[src/rtl/laserdrop_pkg.sv]
// Shared constants and types for the laser-drop receive path.
// Frame: C1 C2 C3 C4, LEN_HI, LEN_LO, LEN payload bytes, CHK (XOR of length and payload).
package laserdrop_pkg;

    localparam logic [31:0] START_SEQ = 32'hC1C2C3C4;

    localparam int unsigned LenWidth             = 11;
    localparam int unsigned TmoCntWidth          = 12;
    localparam int unsigned MaxLenDefault        = 1024;
    localparam int unsigned TimeoutCyclesDefault = 1024;

    typedef enum logic [2:0] {
        StHunt,
        StSeq1,
        StSeq2,
        StSeq3,
        StLenHi,
        StLenLo,
        StPayload,
        StCheck
    } deframer_state_e;

endpackage

[src/rtl/counter.sv]
// Generic up-counter with synchronous clear; clear has priority over increment.
module counter #(
    parameter int unsigned WIDTH = 12
) (
    input  logic             clock,
    input  logic             reset,
    input  logic             clear,
    input  logic             inc,
    output logic [WIDTH-1:0] count
);

    logic [WIDTH-1:0] count_q, count_d;

    always_comb begin
        count_d = count_q;
        if (clear) begin
            count_d = '0;
        end else if (inc) begin
            count_d = count_q + WIDTH'(1);
        end
    end

    always_ff @(posedge clock) begin
        if (reset) begin
            count_q <= '0;
        end else begin
            count_q <= count_d;
        end
    end

    assign count = count_q;

endmodule

[src/rtl/rx_packet_deframer.sv]
// Hunts for the start sequence, validates length and checksum, and streams payload
// bytes straight into the FTDI write queue with zero latency.
module rx_packet_deframer
    import laserdrop_pkg::*;
#(
    parameter int unsigned MAX_LEN        = MaxLenDefault,
    parameter int unsigned TIMEOUT_CYCLES = TimeoutCyclesDefault
) (
    input  logic                clock,
    input  logic                reset,
    input  logic                en,
    input  logic                data_valid,
    input  logic [7:0]          data_in,
    input  logic                wrq_full,
    output logic                wrreq,
    output logic [7:0]          data_wr,
    output logic                pkt_done,
    output logic                pkt_fail,
    output logic                busy,
    output logic [LenWidth-1:0] pkt_len
);

    localparam logic [7:0] SeqC1 = START_SEQ[31:24];
    localparam logic [7:0] SeqC2 = START_SEQ[23:16];
    localparam logic [7:0] SeqC3 = START_SEQ[15:8];
    localparam logic [7:0] SeqC4 = START_SEQ[7:0];
    localparam logic [TmoCntWidth-1:0] TimeoutCnt = TmoCntWidth'(TIMEOUT_CYCLES);

    deframer_state_e     state_q, state_d;
    logic [7:0]          len_hi_q, len_hi_d;
    logic [LenWidth-1:0] pkt_len_q, pkt_len_d;
    logic [LenWidth-1:0] pay_cnt_q, pay_cnt_d;
    logic [7:0]          xor_q, xor_d;
    logic                ovf_q, ovf_d;
    logic                done_q, done_d;
    logic                fail_q, fail_d;

    logic [TmoCntWidth-1:0] tmo_cnt;
    logic                   tmo_clear;
    logic                   timeout_hit;
    logic [15:0]            len16;
    logic [LenWidth-1:0]    byte_n;

    // Any strobe restarts the idle window, even one that is about to expire.
    assign tmo_clear   = !en || data_valid || (state_q == StHunt);
    assign timeout_hit = (state_q != StHunt) && (tmo_cnt == TimeoutCnt) && !data_valid;

    counter #(
        .WIDTH(TmoCntWidth)
    ) u_tmo_cnt (
        .clock(clock),
        .reset(reset),
        .clear(tmo_clear),
        .inc  (!tmo_clear),
        .count(tmo_cnt)
    );

    assign len16  = {len_hi_q, data_in};
    assign byte_n = pay_cnt_q + LenWidth'(1);

    // Gated by reset so a frame interrupted by reset writes nothing more.
    assign wrreq   = (state_q == StPayload) && data_valid && en && !wrq_full && !reset;
    assign data_wr = wrreq ? data_in : 8'h00;

    always_comb begin
        state_d   = state_q;
        len_hi_d  = len_hi_q;
        pkt_len_d = pkt_len_q;
        pay_cnt_d = pay_cnt_q;
        xor_d     = xor_q;
        ovf_d     = ovf_q;
        done_d    = 1'b0;
        fail_d    = 1'b0;

        if (!en) begin
            state_d  = StHunt;
            len_hi_d = 8'h00;
        end else if (timeout_hit) begin
            state_d = StHunt;
            fail_d  = 1'b1;
        end else if (data_valid) begin
            unique case (state_q)
                StHunt: begin
                    if (data_in == SeqC1) state_d = StSeq1;
                end
                StSeq1: begin
                    if (data_in == SeqC2)      state_d = StSeq2;
                    else if (data_in == SeqC1) state_d = StSeq1;
                    else                       state_d = StHunt;
                end
                StSeq2: begin
                    if (data_in == SeqC3)      state_d = StSeq3;
                    else if (data_in == SeqC1) state_d = StSeq1;
                    else                       state_d = StHunt;
                end
                StSeq3: begin
                    if (data_in == SeqC4)      state_d = StLenHi;
                    else if (data_in == SeqC1) state_d = StSeq1;
                    else                       state_d = StHunt;
                end
                StLenHi: begin
                    len_hi_d = data_in;
                    xor_d    = data_in;
                    state_d  = StLenLo;
                end
                StLenLo: begin
                    xor_d = xor_q ^ data_in;
                    if ((len16 != 16'h0000) && (32'(len16) <= MAX_LEN)) begin
                        pkt_len_d = len16[LenWidth-1:0];
                        pay_cnt_d = '0;
                        ovf_d     = 1'b0;
                        state_d   = StPayload;
                    end else begin
                        fail_d  = 1'b1;
                        state_d = StHunt;
                    end
                end
                StPayload: begin
                    xor_d     = xor_q ^ data_in;
                    pay_cnt_d = byte_n;
                    if (wrq_full) ovf_d = 1'b1;
                    if (byte_n == pkt_len_q) state_d = StCheck;
                end
                StCheck: begin
                    if ((data_in == xor_q) && !ovf_q) done_d = 1'b1;
                    else                              fail_d = 1'b1;
                    state_d = StHunt;
                end
                default: state_d = StHunt;
            endcase
        end

        if (state_d == StHunt) begin
            pay_cnt_d = '0;
            xor_d     = 8'h00;
            ovf_d     = 1'b0;
        end
    end

    always_ff @(posedge clock) begin
        if (reset) begin
            state_q   <= StHunt;
            len_hi_q  <= 8'h00;
            pkt_len_q <= '0;
            pay_cnt_q <= '0;
            xor_q     <= 8'h00;
            ovf_q     <= 1'b0;
            done_q    <= 1'b0;
            fail_q    <= 1'b0;
        end else begin
            state_q   <= state_d;
            len_hi_q  <= len_hi_d;
            pkt_len_q <= pkt_len_d;
            pay_cnt_q <= pay_cnt_d;
            xor_q     <= xor_d;
            ovf_q     <= ovf_d;
            done_q    <= done_d;
            fail_q    <= fail_d;
        end
    end

    assign pkt_done = done_q;
    assign pkt_fail = fail_q;
    assign busy     = (state_q != StHunt);
    assign pkt_len  = pkt_len_q;

endmodule

[config.mk]
export PLATFORM = sky130hd
export DESIGN_NAME = rx_packet_deframer
export DESIGN_NICKNAME = d
export VERILOG_FILES = /design/src/rtl/laserdrop_pkg.sv /design/src/rtl/counter.sv /design/src/rtl/rx_packet_deframer.sv
export SDC_FILE = /design/constraint.sdc
export NUM_CORES = 1
export LEC_CHECK = 0
export CORE_MARGIN = 1
export CORE_UTILIZATION = 35
export DETAILED_ROUTE_END_ITERATION = 7
export PLACE_DENSITY = 0.64
export SETUP_SLACK_MARGIN = 0.05
export SYNTH_ARGS = -nofsm -noshare
export SYNTH_HDL_FRONTEND = slang
export SYNTH_HIERARCHICAL = 1
export SYNTH_SLANG_ARGS = --single-unit
[constraint.sdc]
create_clock -name clock -period 2.3 [get_ports clock]
set_clock_uncertainty 0.1 [all_clocks]
set_input_delay 0.46 -clock clock [delete_from_list [all_inputs] [get_ports clock]]
set_output_delay 0.46 -clock clock [all_outputs]
set_load 0.005 [all_outputs]
======== After elaboration in Yosys (flattened, before gate mapping) ========
Index checks and enable logic that the tools add are counted.
word-level totals
  bits in registers ....................... 56
  input port bits ......................... 13
  word-level logic and storage cells ...... 88
operators by class
  add/subtract/negate cells ............... 2
  order comparisons ....................... 1
  equality and inequality tests ........... 16
  mux-type cells .......................... 24
  bitwise gates (word level) .............. 5
  reduce and logical (&&, ||, !) cells .... 31
operators with widths
  operator               count
  $eq 8x8->1 const B     4
  $mux 3                 8
  $pmux 3 s8             1
  $pmux 11 s2            1
  $le 16x11->1 const B   1
  $pmux 8 s2             1
  $reduce_bool 16->1     1
  $add 12x1->12 const B  1
  $eq 12x11->1 const B   1
  $eq 3x3->1 const B     4
  $add 11x1->11 const B  1
  $eq 11x11->1           1
  $mux 11                1
  $reduce_and 5->1       2
  $eq 8x8->1             1
  $logic_and 1x1->1      8
  $mux 1                 8
  $mux 8                 1
  $reduce_or 2->1        4
  $xor 8x8->8            1
  $eq 3x2->1 const B     2
  $logic_not 3->1        2
  $reduce_and 6->1       1
  $logic_not 1->1        5
  11 further kinds       18

======== Longest topological paths before layout ========
  depth in word-level cells ............... 9
  gate-level depth with buffers ........... 9

======== Hierarchy ========
The synthesis kept the hierarchy.
by module, submodules not included
  module              instances  cells each  area each (um2)
  rx_packet_deframer  1          333         2576.2
  counter             1          62          563.0

======== Least setup slack after synthesis ========
Ideal clock, no wire load.
  kind .................................... input-to-reg
  from .................................... input data_in[3]
  to ...................................... register ovf_q
  arrival time ............................ 2.149 ns
  required time ........................... 2.082 ns
  slack ................................... -0.067 ns
  stages .................................. 9
  cells stage by stage .................... buf_2 nor4_4 a31oi_1 or4b_1 buf_2 and2_4 buf_6 a22oi_2 nor2_1
between the ends
  longest elaborated chain between the ends .. 9
ends and longest elaborated chain
  item                                                line                       text
  start, declared                                     rx_packet_deframer.sv:13   input logic [7:0] data_in,
  $le 16x11->1, or another cell as far along          rx_packet_deframer.sv:108  if ((len16 != 16'h0000) && (32'(len16) <= MAX_LEN)) begin
  $logic_and 1x1->1 / $mux 1 (equally long branches)  -
  $mux 3, or another cell as far along                rx_packet_deframer.sv:108
  $pmux 3 s8                                          rx_packet_deframer.sv:82   unique case (state_q)
  $mux 3                                              rx_packet_deframer.sv:81   end else if (data_valid) begin
  $mux 3                                              rx_packet_deframer.sv:78   end else if (timeout_hit) begin
  $mux 3                                              rx_packet_deframer.sv:75   if (!en) begin
  $logic_not 3->1                                     rx_packet_deframer.sv:133  if (state_d == StHunt) begin
  $reduce_or 2->1 (no source line)                    -
  end signal, assigned                                rx_packet_deframer.sv:156  ovf_q <= ovf_d;
  end, declared                                       rx_packet_deframer.sv:34   logic ovf_q, ovf_d;
Several ways; a longest one is shown, not always the timed one.
A chain may end at the register's enable or synchronous reset.

======== Final worst setup path ========
  from .................................... register state_q[2]
  to ...................................... output busy
between the ends
  longest elaborated chain between the ends .. 1
ends and longest elaborated chain
  item                    line                       text
  start, declared         rx_packet_deframer.sv:29   deframer_state_e state_q, state_d;
  start signal, assigned  rx_packet_deframer.sv:142  state_q <= StHunt;
  start signal, assigned  rx_packet_deframer.sv:151  state_q <= state_d;
  $reduce_bool 3->1       rx_packet_deframer.sv:164  assign busy = (state_q != StHunt);
  end, declared           rx_packet_deframer.sv:19   output logic busy,
No other way between the ends.

==> results.yml <==
setup_path:
  crit_arrival_ns: 1.62
  start_kind: "flip-flop"
  crit_path_end_kind: "output pin"
  critPathKind: "reg -> out"
  path_max_fanout: 15
  path_delay_family: "buffers and inverters"
  crit_slowest_cell: "clkdlybuf4s50_1"
  cpMostUsedCell: "buf_4"
  critPathBufInv: 4
  cpPeakStageDelay_ns: 0.43
  crit_chain: "buf_4 -> nor3_2 -> buf_4 -> inv_1 -> clkdlybuf4s50_1"
  cp.required_ns: 1.74
routing:
  wl_um: 9180
  drcViolationCount: 0
  num_vias: 3145
  ant_nets: 0
  via_per_inst: 5.48
  drt_iter0_markers: 198
  wl_per_cell_um: 16.0
  drt_pass1_iterations: 4
die:
  initial_core_util: 0.360
  num_io_pins: 36
  core_um2: 8720
  die_height_um: 96.7
  fp-row-count: 34
  die_x_um: 96.7
  die_area_um2: 9350
sta:
  period_share: 0.946
  setup_violations: 0
  slew_headroom: 0.682
  drv_slew: 0
  rsz0062_at_grt: "yes"
  fin_crit_ns: 2.18
  setup-tns-final_ns: 0
  worstMarginPinSlew_ns: 0.473
  hold_violations: 0
  max_freq_mhz: 460
  setup_ws_ns: 0.124
synthesis:
  synth_seq_cells: 56
  yosysTopAreaCell: "dfxtp_1"
  ys_types: 52
  synth_flop_cell: "dfxtp_1"
  yosys-top-cells-area: "dfxtp_1, nor2_1, nand2_1, a21oi_1, xor2_1"
  syn_inst: 395
  ys.warnings.count: 6
  synth-edff-count: 0
  synth_nets: 410
  synth_top_area_share: 0.357
  synth.avg_cell_area_um2: 7.95
  yosysSeqAreaShare: 0.357
  synthArstFlopShare: 0
  synth_area_um2: 3140
power:
  power_density_nw_per_um2: 394
  p_leak_nw: 1.65
  vdd_drop_max_uv: 253
  total_power_w: 0.00163
global_route:
  grt_pass1_wl_um: 15000
  grt_usage: 0.195
  grt_max_degree: 21
  grt_pass1_vias: 3001
  antenna_found_initial: 0
  grt-ovfl-total: 0
cts:
  insertion_delay_ns: 0.32
  clkTransAtPathRegs_ns: 0.10
  htree_levels: 2
  cts_root_buffer: "clkbuf_8"
  cts_tree: "yes"
  clock_sinks: 56
  cts_buffer_depth: 2
  cts_buffers: 5
placed_design:
  place.gp.congestion: 0.874
  dp_hpwl_um: 6360
  io_buffers: 35
  placed_cell_area_um2: 3840
  dp_slack_ns: -0.511
layout:
  diodes: 0
  fillers: 840
  multiInputGateArea_um2: 1980
  final_cell_mix: "dfxtp_1, nand2_1, buf_4"
  seqCellArea_um2: 1130
  layout_commonest_cell: "dfxtp_1"
  final_cell_area_um2: 4150
  area_growth_pct: 32.0
  drive_gt1_frac: 0.221
  nets: 480
job:
  drv_cap: 0
run_status:
  status: "completed"
min_path:
  worstHoldPathType: "reg -> reg"
## path summary, 6_finish.rpt
path / start / end / slack (ns) / depth (start not counted)
setup / recovery: state_q[2]$_SDFF_PP0_ / busy / 0.12 / 5
hold / removal: len_hi_q[3]$_SDFFE_PP0P_ / len_hi_q[3]$_SDFFE_PP0P_ / 0.36 / 2
setup reg to reg: len_hi_q[1]$_SDFFE_PP0P_ / pay_cnt_q[2]$_SDFFE_PP0P_ / 0.19 / 8
hold reg to reg: len_hi_q[3]$_SDFFE_PP0P_ / len_hi_q[3]$_SDFFE_PP0P_ / 0.36 / 2
## routing by layer
layer,global-route usage,wire length (um),up-vias
li1,-,-,1551
met1,0.261,4270,1487
met2,0.323,4200,93
met3,0.0332,530,14
met4,0.0563,180,0
met5,0,0,-
## where the power goes
part	switching [W]	leakage [nW]	internal, W
sequential	0.0000000156	0.453	0.000969
combinational	0.0000544	1.15	0.0000415
clock	0.000348	0.0485	0.000219
## repair_timing
item / CTS / global route
pin swaps: 5 / 4
gates cloned: 1 / 3
hold buffers: 0 / 0
setup endpoints to repair: 29 / 45
resized for setup: 57 / 22
setup buffers: 5 / 3
## state kept, by name, indices dropped and copies added, names as in the netlist
signal           count
len_hi_q             8
ovf_q                1
pay_cnt_q           11
pkt_done             1
pkt_fail             1
pkt_len             11
state_q              3
u_tmo_cnt/count     12
xor_q                8
## kinds of logic (layout without fill, tap and decap cells)
kind of cell / count (synthesis) / count (layout) / share of synthesized area
mux: 13 / 13 / 0.0414
xor+xnor: 25 / 25 / 0.0697
flops: 56 / 56 / 0.357
buf+inv: 34 / 105 / 0.0482
fa+ha+maj: 2 / 2 / 0.00797
simple gates: 177 / 177 / 0.297
compound gates: 88 / 88 / 0.179
## layout make-up
type	instances	share of cell area
Multi-Input combinational cell	305	0.477
Clock inverter	3	0.00543
Clock buffer	5	0.0166
Sequential cell	56	0.272
Tap cell	108	0.0326
Timing Repair Buffer	89	0.189
Inverter	8	0.00724
## worst reg2reg max path: cells and delay by family (launching register included)
| family | cells | cell delay (ns) |
|---|---|---|
| buf+inv | 2 | 0.33 |
| flops | 1 | 0.37 |
| simple gates | 2 | 0.73 |
| compound gates | 4 | 0.54 |
## synth_stat cells, types with 2 or more instances
cell type / n
or4_1: 3
mux2i_1: 13
a2111oi_0: 2
a22oi_1: 3
a31oi_1: 3
inv_1: 8
and3b_1: 2
clkbuf_1: 16
xor2_1: 15
a22oi_2: 2
nor4b_1: 2
o21a_1: 4
o21ai_1: 7
nand4_1: 9
and2_1: 9
nand3b_1: 3
and3_1: 5
o21ai_0: 18
a21oi_1: 28
buf_2: 7
nand2b_1: 4
nor2b_1: 4
nor4_1: 10
nand3_1: 8
nor3b_1: 2
buf_6: 2
or3_1: 7
ha_1: 2
o31ai_1: 3
a211o_1: 2
xnor2_1: 10
nand2_1: 46
a211oi_1: 3
a32oi_1: 8
nor3_1: 6
dfxtp_1: 56
nor2_1: 47
and4_1: 2
## through the flow
stage,utilization,hold slack (ns),std cells
floorplan,-,0.336,395
global placement,0.441,0.344,554
detailed placement,0.441,0.349,554
CTS,0.460,0.363,568
global route,0.475,0.391,574
finish,0.475,0.362,574
Note: power is estimated with default switching activity, not from simulation.
